[src/rtl/fpmulti_pkg.sv]
// fpmulti_pkg: shared sizing defaults and index-width helper for the FP multiplier arbiter
package fpmulti_pkg;
  localparam int N_DEF = 4;
  localparam int FP_W_DEF = 32;
  localparam int MUL_LAT_DEF = 2;
  function automatic int idx_w(input int n);
    return (n > 1) ? $clog2(n) : 1;
  endfunction
endpackage

[src/rtl/fpmulti_arbiter_rr.sv]
// rr_arbiter: combinational one-hot round-robin grant, search starts at i_ptr
module rr_arbiter #(
  parameter int N = 4,
  parameter int IDX_W = 2
) (
  input  logic [N-1:0]     i_elig,
  input  logic [IDX_W-1:0] i_ptr,
  output logic [N-1:0]     o_grant,
  output logic [IDX_W-1:0] o_idx,
  output logic             o_any
);
  logic [IDX_W-1:0] w_j;
  always_comb begin
    o_grant = '0;
    o_idx = '0;
    o_any = 1'b0;
    w_j = '0;
    // scan farthest offset first so the closest eligible index to i_ptr wins
    for (int k = N - 1; k >= 0; k--) begin
      w_j = IDX_W'((int'(i_ptr) + k) % N);
      if (i_elig[w_j]) begin
        o_grant = '0;
        o_grant[w_j] = 1'b1;
        o_idx = w_j;
        o_any = 1'b1;
      end
    end
  end
endmodule

[src/rtl/fpmulti_arbiter.sv]
// fpmulti_arbiter: round-robin sharing of one pipelined FP multiplier among N requesters
module fpmulti_arbiter
  import fpmulti_pkg::*;
#(
  parameter int N = N_DEF,
  parameter int FP_W = FP_W_DEF,
  parameter int MUL_LAT = MUL_LAT_DEF
) (
  input  logic              i_clk,
  input  logic              i_rst_n,
  input  logic [N-1:0]      i_req_valid,
  output logic [N-1:0]      o_req_ready,
  input  logic [N*FP_W-1:0] i_req_a,
  input  logic [N*FP_W-1:0] i_req_b,
  output logic [N-1:0]      o_rsp_valid,
  input  logic [N-1:0]      i_rsp_ready,
  output logic [N*FP_W-1:0] o_rsp_data,
  output logic [FP_W-1:0]   o_mul_a,
  output logic [FP_W-1:0]   o_mul_b,
  input  logic [FP_W-1:0]   i_mul_out
);
  localparam int IDX_W = idx_w(N);
  logic [N-1:0] w_elig, w_grant, w_hs, w_cap, r_pending, r_rsp_valid;
  logic [IDX_W-1:0] w_idx, r_ptr;
  logic w_any;
  logic [IDX_W:0] r_tag [MUL_LAT];
  logic [N*FP_W-1:0] r_rsp_data;
  logic [FP_W-1:0] r_mul_a, r_mul_b;
  assign w_elig = i_req_valid & ~r_pending;
  rr_arbiter #(.N(N), .IDX_W(IDX_W)) u_rr (
    .i_elig(w_elig),
    .i_ptr(r_ptr),
    .o_grant(w_grant),
    .o_idx(w_idx),
    .o_any(w_any)
  );
  assign o_req_ready = i_rst_n ? w_grant : '0;
  assign w_hs = r_rsp_valid & i_rsp_ready;
  assign w_cap = r_tag[MUL_LAT-1][IDX_W] ? N'(1) << r_tag[MUL_LAT-1][IDX_W-1:0] : '0;
  assign o_rsp_valid = r_rsp_valid;
  assign o_rsp_data = r_rsp_data;
  assign o_mul_a = r_mul_a;
  assign o_mul_b = r_mul_b;
  always_ff @(posedge i_clk or negedge i_rst_n) begin
    if (!i_rst_n) begin
      r_mul_a <= '0;
      r_mul_b <= '0;
      r_rsp_valid <= '0;
      r_rsp_data <= '0;
      r_pending <= '0;
      r_ptr <= '0;
      for (int k = 0; k < MUL_LAT; k++) r_tag[k] <= '0;
    end else begin
      // grant and handshake never hit the same index: a held response keeps its owner pending
      r_pending <= (r_pending | w_grant) & ~w_hs;
      r_rsp_valid <= (r_rsp_valid & ~w_hs) | w_cap;
      r_tag[0] <= {w_any, w_idx};
      for (int k = 1; k < MUL_LAT; k++) r_tag[k] <= r_tag[k-1];
      for (int k = 0; k < N; k++) if (w_cap[k]) r_rsp_data[k*FP_W +: FP_W] <= i_mul_out;
      if (w_any) begin
        r_mul_a <= i_req_a[int'(w_idx)*FP_W +: FP_W];
        r_mul_b <= i_req_b[int'(w_idx)*FP_W +: FP_W];
        r_ptr <= (w_idx == IDX_W'(N - 1)) ? '0 : w_idx + 1'b1;
      end
    end
  end
endmodule
[config.mk]
export PLATFORM = sky130hd
export DESIGN_NAME = fpmulti_arbiter
export DESIGN_NICKNAME = d
export VERILOG_FILES = /design/src/rtl/fpmulti_pkg.sv /design/src/rtl/fpmulti_arbiter_rr.sv /design/src/rtl/fpmulti_arbiter.sv
export SDC_FILE = /design/constraint.sdc
export NUM_CORES = 1
export LEC_CHECK = 0
export BUFFER_PORTS_ARGS = -buffer_cell sky130_fd_sc_hd__buf_2
export CORE_AREA = 2 2 191 193
export CTS_CLUSTER_SIZE = 20
export DETAILED_ROUTE_END_ITERATION = 7
export DIE_AREA = 0 0 193 195
export PLACE_DENSITY_LB_ADDON = 0.25
export SLEW_MARGIN = 5
export SYNTH_ARGS = -nofsm -noshare
export SYNTH_HDL_FRONTEND = slang
export SYNTH_SLANG_ARGS = --single-unit
[constraint.sdc]
create_clock -name i_clk -period 7.1 [get_ports i_clk]
set_input_delay 1.42 -clock i_clk [delete_from_list [all_inputs] [get_ports i_clk]]
set_output_delay 1.42 -clock i_clk [all_outputs]
set_load 0.02 [all_outputs]
==> results of run 1 <==
-- logic make-up after synthesis --
group,count (synthesis),synth area share
fa+ha+maj,8,0.01025
compound gates,92,0.08019
simple gates,100,0.04714
mux,262,0.2929
xor+xnor,1,0.0008968
flops,208,0.5329
buf+inv,63,0.03574
-- flip-flops by register name, indices dropped and copies added (netlist names) --
name         flops
o_rsp_data     128
o_rsp_valid      4
r_ptr            2
o_mul_a         32
r_pending        4
o_mul_b         32
r_tag            6
-- cell type report --
type	count	area [sq um]	share of cell area
Tap cell	461	576.8	0.04261
Multi-Input combinational cell	463	4249	0.3139
Sequential cell	208	5205	0.3845
Inverter	16	60.06	0.004437
Clock inverter	11	147.6	0.01091
Antenna cell	6	15.01	0.001109
Timing Repair Buffer	506	2577	0.1904
Clock buffer	33	704.4	0.05204
-- power groups by stage --
stage                     registers, mW  clock network, mW  logic (mW)
after global placement             2.11                  0        3.81
after global routing               2.20               1.42        4.06
after CTS                          2.11               1.37        3.84
final                              2.11               1.32        3.78
after detailed placement           2.13                  0        3.83
after floorplan                    2.81                  0        1.99
-- layout by cell type, fill, tap and decap left out, types with 2 or more instances in the layout --
cell type	synthesis	layout
clkbuf_1	32	2
a22oi_1	4	4
dfrtp_1	208	208
mux4_2	5	5
nor3b_1	3	2
inv_1	14	14
mux2_2	128	128
o21ai_0	3	3
ha_1	8	8
clkbuf_8	0	7
nand2_1	8	8
nand3_1	6	4
nor2b_1	4	4
diode_2	0	6
clkbuf_16	0	24
clkinv_2	0	5
bufinv_16	0	3
buf_4	1	8
inv_2	2	2
nor2_1	69	69
o21ai_1	8	8
o2111ai_1	4	4
a221oi_1	64	64
a21oi_4	1	2
nand2b_1	4	4
buf_2	3	496
mux2i_1	128	128
nand3b_1	3	3
-- worst paths after layout --
path / end / startpoint / cells past startpoint / slack (ps)
worst max-delay path: o_req_ready[0] / r_ptr[0]$_DFFE_PN0P_ / 8 / 2430
max in group asynchronous: o_mul_b[20]$_DFFE_PN0P_ / i_rst_n / 2 / 4870
worst max register to register: o_mul_b[10]$_DFFE_PN0P_ / r_ptr[0]$_DFFE_PN0P_ / 8 / 3420
worst min-delay path: r_tag[0]$_DFF_PN0_ / r_tag[3]$_DFF_PN0_ / 0 / 350
worst min register to register: r_tag[0]$_DFF_PN0_ / r_tag[3]$_DFF_PN0_ / 0 / 350
min in group asynchronous: o_rsp_data[32]$_DFFE_PN0P_ / i_rst_n / 1 / 850
-- layer usage --
metal | share of wire | vias to the layer above | routed length, um
met5 | 0.0016 | - | 54
met4 | 0.029 | 8 | 965
met3 | 0.085 | 55 | 2849
met2 | 0.51 | 362 | 17060
met1 | 0.37 | 3897 | 12480
li1 | - | 3711 | -
-- per-stage QoR --
step	total power, mW	instance area, sq um	instances	hold WS [ps]	setup WS, ps
2_1_floorplan	4.797	9768	734	331.2	2791
6_report	7.212	13540	1704	348.6	2433
3_3_place_gp	5.913	12670	1654	333.3	2532
3_5_place_dp	5.965	12670	1654	334.7	2555
4_1_cts	7.322	13520	1698	352.0	2400
5_1_grt	7.674	13530	1702	353.8	2051
==> metrics.md, run 1 <==
| Metric | Value |
|---|---|
| Run status | `completed` |
| Met3 usage | `0.04799` |
| GR Util met2 | `0.3085` |
| Register area share after synthesis | `0.5329` |
| Critical-path cell list | `inv_2 -> ha_1 -> a2111oi_0 -> o21ai_1 -> o2111ai_1 -> o21ai_1 -> nor2_1 -> buf_2` |
| Min cycle time layout | `around 4700 ps` |
| Via Count | `between 8000 and 9000` |
| Worst setup SP type | `flop` |
| FILL cells | `between 3000 and 4000` |
| Die Y-Extent | `195 um` |
| Critical-path maximum fanout | `16` |
| Clock power share | `0.184` |
| Synth Flop Type | `dfrtp_1` |
| Clk slew on worst S/H paths | `~60 ps` |
| Vias in the first global route | `just over 8000` |
| Fmax | `about 210 MHz` |
| Residual DRC count | `0` |
| Setup bufs post-CTS | `0` |
| IO Port Bufs | `just under 500` |
| Max incr delay on CP | `760 ps` |
| EDFF count, synth | `0` |
| Initial Util | `0.2760` |
| CTS resizes | `0` |
| Fin. Hold Viols | `0` |
| Final setup violating endpoints | `0` |
| First-pass GRT wire length | `49220 um` |
| Worst Path Class, Setup | `flop to primary output` |
| Most used routing layer | `met2` |
| Overall Global Routing Usage | `0.1703` |
| Vias per cell | `approximately 4.7` |
| PD cells | `532.8 nW/um^2` |
| Syn nets | `between 1000 and 1500` |
| Worst slew margin | `0.3061` |
| Static Leak | `around 7 nW` |
| Worst Path Arrival | `3250 ps` |
| Critical path buffers and inverters | `2` |
| DR pass1 iterations | `7` |
| Post-synth top area cell | `dfrtp_1` |
| Combinational Power Share | `0.524` |
| Share of cells above drive strength 1 | `0.5594` |
| CP top delay family | `compound AO/OA/AOI/OAI gates` |
| Worst Clk Skew | `about 11 ps` |
| Max H-tree Level | `1` |
| Internal power | `around 4.2 mW` |
| Initial antenna violation count | `14` |
| HP Class | `flop to flop` |
| Worst vdd ir | `0.0004275 V` |
| Pin count of the biggest net entering global routing | `roughly 130` |
| Nets | `around 1500` |
| Yosys reg bits | `208` |
| CTS Root Cell | `clkbuf_16` |
| # clock sinks | `around 210` |
| Initial drt markers | `227` |
| Slew @ Worst Pin | `around 1000 ps` |
| CTS Buffer Depth | `3` |
| M1 GR Usage | `0.1929` |
| GP Congestion | `roughly 0.8` |
| Sequential share of power | `0.292` |
| Top cell by count, worst path | `o21ai_1` |
| Synthesis Warnings | `0` |
| CTS tree | `done` |
| Synth async-reset ratio | `1.000` |
| Post-DP HPWL | `approximately 25000 um` |
| Area contributors post-synth | `dfrtp_1 53%, mux2_2 15%, mux2i_1 13%` |
| Routed WL | `33410 um` |
| Die X-Extent | `a little under 200 um` |
| Switching fraction of total power | `0.4228` |
| Clk Latency, worst-skew pair | `530 ps` |
| Critical path endpoint category | `primary output` |
| Remaining Overflow, GRT | `0` |
| ANT nets after route | `0` |
| Area grow syn2layout | `38.57%` |
| IO Pins | `around 500` |
| Rows | `roughly 70` |
| Most numerous cell in the Yosys netlist | `dfrtp_1` |
| Unrepaired setup endpoints after global routing | `no` |
| Cells after synthesis | `about 730` |
| Core Util, Final | `0.3824` |
| CTS Buf Count | `24` |
| Synth cell types | `39` |
| Synthesized cell area | `between 9000 and 10000 sq um` |
| Core footprint | `about 35000 sq um` |
| Final TNS setup | `0 ps` |
| Die area | `~38000 sq um` |
| Fin crit share | `0.6573` |
| Commonest cells post-synth | `208 x dfrtp_1, 128 x mux2_2, 128 x mux2i_1` |
| Avg Inst Size Synth | `around 13 sq um` |
| Max cap viols | `0` |
| Switching Power | `between 3 and 4 mW` |
| Slew Viols, Final | `0` |
| Hold Buf Count CTS | `0` |
| Data required time at the worst endpoint | `5680 ps` |
| Yosys top cell area share | `0.5329` |
| Avg WL per Cell | `19.61 um` |
| Slowest CP cell | `dfrtp_1` |
Power figures use the tool's default switching activity.
==> inputs of run 2 (changes only) <==
Clock period 7.1 ns to 4.01 ns, I/O delays scaled along.
==> run 2 against run 1 <==
Net effect:
- first-iteration DRC count decreased by 1.8%
- core utilization about the same
- die area unchanged
- global-route usage hardly changed
- routed wire length is 0.68% higher
- non-clock buffer count grew 3
- register-to-register slack worse by 2600 ps
- count of clock-buffer cells in the layout rose by 2
- critical path depth is the same
- setup slack lost 2100 ps
- worst hold slack got worse by 150 ps
- clock skew is 0.96 ps lower
- critical path type unchanged
- largest power group unchanged
==> metrics.md, run 2 (synthesis results as in run 1) <==
| Metric | Value |
|---|---|
| Critical path endpoint category | `primary output` |
| Top cell by count, worst path | `o21ai_1` |
| GP Congestion | `0.8118` |
| Most common cell after layout, fill and taps aside | `buf_2` |
| Fin crit share | `0.9174` |
| CTS resizes | `0` |
| Worst slew margin | `0.2308` |
| PnR worst setup slack | `around 330 ps` |
| Run status | `completed` |
| Rows | `slightly below 70` |
| Die Y-Extent | `~200 um` |
| CTS Buf Count | `24` |
| PD cells | `about 930 nW/um^2` |
| Critical path buffers and inverters | `2` |
| R2R setup slack | `roughly 870 ps` |
| Nets | `1528` |
| Final TNS setup | `0 ps` |
| Routed WL | `between 30000 and 40000 um` |
| Register area | `5205 sq um` |
| Slew @ Worst Pin | `~1100 ps` |
| Initial antenna violation count | `16` |
| Share of cells above drive strength 1 | `0.5562` |
| Max cap viols | `0` |
| Avg WL per Cell | `approximately 20 um` |
| FILL cells | `approximately 3500` |
| Residual DRC count | `0` |
| Worst Path Arrival | `between 2000 and 3000 ps` |
| Core Util, Final | `0.3826` |
| Max incr delay on CP | `around 500 ps` |
| RR Startpoint | `r_ptr[1]$_DFFE_PN0P_` |
| Vias per cell | `~4.7` |
| Worst vdd ir | `roughly 0.00047 V` |
| CTS Root Cell | `clkbuf_16` |
| Overall Global Routing Usage | `0.1708` |
| Post-Place Worst Slack | `a little under 700 ps` |
| Cell Count, Final, Fillers Out | `between 1500 and 2000` |
| DR pass1 iterations | `4` |
| Core footprint | `roughly 35000 sq um` |
| Vias in the first global route | `between 8000 and 9000` |
| Fin. Hold Viols | `0` |
| Clk slew on worst S/H paths | `about 60 ps` |
| CP top delay family | `compound AO/OA/AOI/OAI gates` |
| Placed cells | `roughly 1700` |
| Static Leak | `a little under 7 nW` |
| Initial drt markers | `between 200 and 250` |
| Clk Latency, worst-skew pair | `between 500 and 600 ps` |
| Die X-Extent | `193 um` |
| Worst Clk Skew | `10.04 ps` |
| Worst Path Class, Setup | `flop to primary output` |
| Worst R2R Path Depth | `8` |
| Setup bufs post-CTS | `0` |
| HP Class | `input port to asynchronous set/reset pin` |
| Die area | `roughly 38000 sq um` |
| Area grow syn2layout | `38.64%` |
| Fmax | `271.8 MHz` |
| R2R Path End | `o_mul_b[3]$_DFFE_PN0P_` |
| Pwr Total | `12.64 mW` |
| CTS Buffer Depth | `3` |
| IO Pins | `498` |
| # clock sinks | `about 210` |
| Multi-input gate area | `about 4200 sq um` |
| Final setup violating endpoints | `0` |
| IO Port Bufs | `a little under 500` |
| Unrepaired setup endpoints after global routing | `no` |
| Worst setup SP type | `flop` |
| CTS tree | `done` |
| Pin count of the biggest net entering global routing | `150` |
| Data required time at the worst endpoint | `~3200 ps` |
| Via Count | `8000` |
| Min cycle time layout | `between 3000 and 4000 ps` |
| Post-DP HPWL | `approximately 25000 um` |
| First-pass GRT wire length | `around 50000 um` |
| Initial Util | `0.2760` |
| Critical Path Stages | `8` |
| Critical-path cell list | `inv_1 -> ha_1 -> a2111oi_0 -> o21ai_1 -> o2111ai_1 -> o21ai_1 -> nor2_1 -> buf_2` |
| ANT nets after route | `0` |
| Hold Buf Count CTS | `0` |
| Critical-path maximum fanout | `8` |
| Max reg flops | `128` |
| Slowest CP cell | `dfrtp_1` |
| Remaining Overflow, GRT | `0` |
| Max H-tree Level | `1` |
| Most frequent cells in the layout | `496 x buf_2, 208 x dfrtp_1, 128 x mux2_2, 128 x mux2i_1, 69 x nor2_1` |
| Slew Viols, Final | `0` |
-- run 2: cell types whose count changed in the layout (fill, tap and decap cells not counted), sizes merged --
cell / delta
buf: +3
bufinv: -2
clkbuf: +2
clkinv: -1
clkinvlp: -1
inv: -1
-- run 2: area by class of cell --
| cell class | instances | area share |
|---|---|---|
| Clock buffer | 35 | 0.05109 |
| Multi-Input combinational cell | 463 | 0.3137 |
| Sequential cell | 208 | 0.3843 |
| Clock inverter | 6 | 0.005174 |
| Timing Repair Buffer | 509 | 0.1975 |
| Inverter | 16 | 0.004435 |
| Antenna cell | 6 | 0.001109 |
| Tap cell | 461 | 0.04259 |
-- run 2: worst max-delay path by stage --
stage                           to  slack (ps)                  from
global route        o_req_ready[1]          60  r_ptr[1]$_DFFE_PN0P_
detailed placement  o_req_ready[1]         690        i_req_valid[3]
CTS                 o_req_ready[1]         270  r_ptr[1]$_DFFE_PN0P_
finish              o_req_ready[1]         330  r_ptr[1]$_DFFE_PN0P_
floorplan           o_req_ready[0]         940        i_req_valid[3]
global placement    o_req_ready[0]         720        i_req_valid[3]
-- run 2: metrics by stage --
step,hold WS (ps),cell area (sq um)
2_1_floorplan,331.2,9768
3_3_place_gp,332.1,12770
3_5_place_dp,335.6,12770
4_1_cts,216.5,13530
5_1_grt,224.9,13540
6_report,197.7,13540
-- run 2: power by group --
group	internal [mW]	leakage (nW)	switching, mW	total [mW]
Sequential	3.18	2.39	0.518	3.70
Combinational	2.83	4.18	3.98	6.81
Clock	1.26	0.376	0.867	2.12
Total	7.27	6.95	5.37	12.6
-- run 2: routing by layer --
layer | wire length (um) | GRT usage | vias up
met1 | 12720 | 0.1927 | 3851
li1 | - | - | 3719
met2 | 16790 | 0.3008 | 347
met4 | 1307 | 0.06678 | 14
met5 | 83 | 0 | -
met3 | 2731 | 0.04978 | 69
